===== config.mk =====
export PLATFORM = sky130hd
export DESIGN_NAME = data_mem_arbiter
export DESIGN_NICKNAME = d
export VERILOG_FILES = /design/src/rtl/data_mem_arbiter.sv
export SDC_FILE = /design/constraint.sdc
export NUM_CORES = 1
export LEC_CHECK = 0
export BUFFER_PORTS_ARGS = -buffer_cell sky130_fd_sc_hd__buf_2
export CELL_PAD_IN_SITES_DETAIL_PLACEMENT = 1
export CELL_PAD_IN_SITES_GLOBAL_PLACEMENT = 1
export CORE_ASPECT_RATIO = 1.75
export CORE_MARGIN = 1.5
export CORE_UTILIZATION = 33
export DETAILED_ROUTE_END_ITERATION = 10
export GPL_ROUTABILITY_DRIVEN = 0
export PLACE_DENSITY_LB_ADDON = 0.1
export RECOVER_POWER = 100
export SLEW_MARGIN = 20
export SYNTH_ARGS = -nofsm -noshare
export SYNTH_HDL_FRONTEND = slang
export SYNTH_SLANG_ARGS = --single-unit

===== constraint.sdc =====
create_clock -name clock -period 3.4 [get_ports clock]
set_clock_uncertainty 0.15 [all_clocks]
set_input_delay 0.34 -clock clock [delete_from_list [all_inputs] [get_ports clock]]
set_output_delay 0.34 -clock clock [all_outputs]
set_load 0.02 [all_outputs]

===== src/rtl/data_mem_arbiter.sv =====
// Round-robin arbiter/sequencer that shares the single-ported 16-word data memory
// between the load/store stage (port 0) and the debug/DMA loader (port 1).
module data_mem_arbiter #(
    parameter int DATA_W  = 32,
    parameter int ADDR_W  = 4,
    parameter int MEM_LAT = 1
) (
    input  logic              clock,
    input  logic              reset,
    input  logic              req0,
    input  logic              we0,
    input  logic [ADDR_W-1:0] addr0,
    input  logic [DATA_W-1:0] wdata0,
    output logic              ack0,
    output logic [DATA_W-1:0] rdata0,
    input  logic              req1,
    input  logic              we1,
    input  logic [ADDR_W-1:0] addr1,
    input  logic [DATA_W-1:0] wdata1,
    output logic              ack1,
    output logic [DATA_W-1:0] rdata1,
    output logic              MemRead,
    output logic              MemWrite,
    output logic [ADDR_W-1:0] mem_addr,
    output logic [DATA_W-1:0] mem_wdata,
    input  logic [DATA_W-1:0] mem_rdata,
    output logic              busy
);

    localparam logic [1:0] IDLE   = 2'd0;
    localparam logic [1:0] ACCESS = 2'd1;
    localparam logic [1:0] RESP   = 2'd2;

    localparam int CNT_W = (MEM_LAT > 1) ? $clog2(MEM_LAT) : 1;

    logic [1:0]        state;
    logic [CNT_W-1:0]  cnt;
    logic              last_grant;
    logic              sel;
    logic              we_q;
    logic [ADDR_W-1:0] addr_q;
    logic [DATA_W-1:0] wdata_q;
    logic              grant;
    logic              in_access;

    // On a tie the port that was not served last wins; otherwise whoever asks.
    always_comb begin
        grant = req1;
        if (req0 && req1) begin
            grant = ~last_grant;
        end
    end

    always_ff @(posedge clock or posedge reset) begin
        if (reset) begin
            state      <= IDLE;
            cnt        <= '0;
            last_grant <= 1'b1;
            sel        <= 1'b0;
            we_q       <= 1'b0;
            addr_q     <= '0;
            wdata_q    <= '0;
            rdata0     <= '0;
            rdata1     <= '0;
        end else begin
            case (state)
                IDLE: begin
                    if (req0 || req1) begin
                        sel        <= grant;
                        last_grant <= grant;
                        we_q       <= grant ? we1 : we0;
                        addr_q     <= grant ? addr1 : addr0;
                        wdata_q    <= grant ? wdata1 : wdata0;
                        cnt        <= CNT_W'(MEM_LAT - 1);
                        state      <= ACCESS;
                    end
                end
                ACCESS: begin
                    // Read data is only guaranteed on the last strobe cycle.
                    if (cnt != '0) begin
                        cnt <= cnt - CNT_W'(1);
                    end else begin
                        if (!we_q) begin
                            if (sel) begin
                                rdata1 <= mem_rdata;
                            end else begin
                                rdata0 <= mem_rdata;
                            end
                        end
                        state <= RESP;
                    end
                end
                RESP: begin
                    state <= IDLE;
                end
                default: begin
                    state <= IDLE;
                end
            endcase
        end
    end

    // Memory-side signals decode from state and latched regs only, so an async
    // reset drops the strobes immediately and requests never reach them directly.
    assign in_access = (state == ACCESS);
    assign MemRead   = in_access & ~we_q;
    assign MemWrite  = in_access & we_q;
    assign mem_addr  = in_access ? addr_q : '0;
    assign mem_wdata = in_access ? wdata_q : '0;
    assign ack0      = (state == RESP) & ~sel;
    assign ack1      = (state == RESP) & sel;
    assign busy      = (state != IDLE);

endmodule


==> flow_metrics.py <==
metrics = {
    "synthesis": {
        "synth_top_area_share_pct": 54.6,
        "ys_seq_area_share_pct": 55.2,
        "yosys.area.top_type": "dfrtp_1",
        "syn_area_per_cell_sq_um": 15.2,
        "netlist_instances": 314,
        "synthDistinctLibCells": 20,
        "synth_area_leaders": "dfrtp_1, mux2_2, mux2_4",
        "yosysWarnings": 0,
        "synth-seq-cells": 105,
        "syn-num-nets": 424,
        "syn_area_sq_um": 4760,
    },
    "grt": {
        "track_usage_pct": 15.8,
        "grt_max_degree": 58,
        "grt_first_pass_wirelength_um": 18700,
        "grt_pass1_vias": 3643,
        "antenna_found_initial": 0,
        "grt-ovfl-total": 0,
    },
    "cts": {
        "cts_buffer_depth": 2,
        "htreeDepth": 3,
        "cts_resized": 0,
        "numClockSinks": 105,
        "clk_pin_slew_worst_paths_ps": 70,
        "cts-buffers-inserted": 9,
        "cts_setup_buffers": 0,
        "clock_latency_ps": 330,
        "root_buffer": "clkbuf_16",
        "cts_tree": "yes",
        "postCtsHoldBufs": 0,
    },
    "routing": {
        "ant_nets": 0,
        "via_count": 3293,
        "avgRoutedWirePerCell_um": 16.7,
        "drc": 0,
        "avgViaCountPerCell": 4.64,
        "dr.pass1.iters": 4,
        "drt_iter0_markers": 55,
        "drt-total-wl_um": 11800,
    },
    "critical_path": {
        "crit_start": "state[0]",
        "cp-endpoint": "we_q",
        "r2r-end": "we_q",
        "crit_type": "reg -> reg",
        "cp.required_ps": 3470,
        "cp-start-kind": "flop",
        "critPathMaxFanout": 39,
        "r2r_slack_ps": 1020,
        "ff2ff_path_depth": 4,
        "critPathCaptureType": "flop",
        "reg2reg_from": "state[0]",
        "arrival_ps": 2450,
    },
    "pwr": {
        "ir_worst_vdd_uv": 574,
        "leakage_nw": 2.83,
        "power.total_w": 0.00600,
        "power.density_nw_per_um2": 977,
    },
    "die": {
        "io_pins": 215,
        "start_util_pct": 34.1,
        "die-width_um": 93.8,
        "core_area_sq_um": 14000,
        "rows": 57,
        "die_area_sq_um": 15200,
        "die_h_um": 162,
    },
    "cells_and_area": {
        "syn2layout_area_growth_pct": 28.9,
        "final_util_pct": 43.9,
        "post_route_cells_drive_above_1_share_pct": 50.9,
        "nets": 638,
        "diodes": 0,
        "num-fill-cells": 1551,
    },
    "job": {
        "cap_violations": 1,
    },
    "sta": {
        "max_clock_freq_mhz": 419,
        "fin_ws_ps": 1020,
        "tightest_slew_ps": 2260,
        "hold_viol": 0,
        "finalSetupViolations": 0,
        "drv_slew": 57,
        "rsz0062_at_grt": "no",
        "max_slew_margin_pct": -50.5,
        "period_share_pct": 70.1,
        "tns_ps": 0,
        "post-route-min-period_ps": 2380,
    },
    "status": {
        "violations": "max-capacitance violations, max-slew violations",
        "outcome": "complete, but fails checks",
    },
    "placement": {
        "dp_hpwl_um": 8840,
        "io_buffers": 214,
        "dp_slack_ps": 1160,
    },
    "worst_hold_path": {
        "hold_class": "in -> reg",
    },
}
-- power by group --
part | internal (W) | switching (W) | total [W]
logic | 0.00113 | 0.00161 | 0.00273
clock network | 0.000579 | 0.000463 | 0.00104
registers | 0.00190 | 0.000327 | 0.00222
-- worst min path at each step --
stage                    start          to  slack [ps]  depth (start not counted)
finish                    req0  last_grant          30                          2
detailed placement  rdata0[31]  rdata0[31]         320                          1
global placement    rdata0[31]  rdata0[31]         310                          1
CTS                      reset   rdata0[0]          10                          2
global route              req0  last_grant          30                          2
floorplan                 req0  last_grant         260                          1
-- critical path, cell delays in order, from the launching register on --
cell and delay (ps):
dfrtp_1 410, nor2_1 310, o21a_2 200, clkbuf_2 770, mux2_2 420
-- stage by stage --
stage	instance area, sq um	std cells	hold WS (ps)
after global routing	6140	709	30.9
final	6140	709	34.5
after floorplan	4760	314	260
after CTS	6330	709	12.4
after global placement	6030	694	312
after detailed placement	6030	694	321
-- per-layer routing --
layer | global-route usage, % | vias to the layer above | wire (um)
li1 | - | 1517 | -
met1 | 17.8 | 1628 | 4460
met2 | 28.6 | 135 | 6420
met3 | 4.12 | 13 | 771
met4 | 4.75 | 0 | 165
met5 | 0 | - | 0
-- cell families after synthesis --
family          share of synthesized area, %
compound gates                         0.735
buf+inv                                 2.60
flops                                   55.2
mux                                     35.6
simple gates                            5.88
-- cells in the mapped netlist --
cell type  count
o21a_1         1
buf_6          3
a31oi_1        1
buf_4          2
nor3_2         2
inv_1          4
a21bo_2        1
nand2b_1       1
mux2_1         4
a21oi_1        1
and2_1        37
mux2_4        38
nor2_1         2
clkbuf_1       4
nor3b_1        2
dfrtp_1      104
mux2_2        96
buf_2          9
dfstp_2        1
o22ai_1        1
-- registers in the layout, indices dropped and copies added, names as in the netlist --
register    cells
addr_q          4
rdata1         32
we_q            1
rdata0         32
wdata_q        32
last_grant      1
sel             1
state           2
-- layout by cell type (no fill, tap or decap) --
cell type,count
a21bo_2,1
a21oi_1,1
a31oi_1,1
and2_0,20
and2_1,17
buf_12,1
buf_2,129
buf_4,3
bufinv_16,1
clkbuf_1,85
clkbuf_16,9
clkbuf_2,3
clkinv_4,3
dfrtp_1,104
dfstp_2,1
inv_1,4
inv_6,1
inv_8,1
mux2_1,23
mux2_2,96
mux2_4,19
nand2b_1,1
nor2_1,2
nor3_4,2
nor3b_1,2
o21a_2,1
o22ai_1,1
-- area by class of cell --
cell class | instances | area (sq um) | area share [%]
Timing Repair Buffer | 221 | 1020 | 16.6
Clock inverter | 6 | 76.3 | 1.24
Inverter | 4 | 15.0 | 0.244
Sequential cell | 105 | 2630 | 42.8
Multi-Input combinational cell | 187 | 1950 | 31.8
Tap cell | 177 | 221 | 3.60
Clock buffer | 9 | 225 | 3.67
No activity file was read; power rests on OpenSTA's default activity.
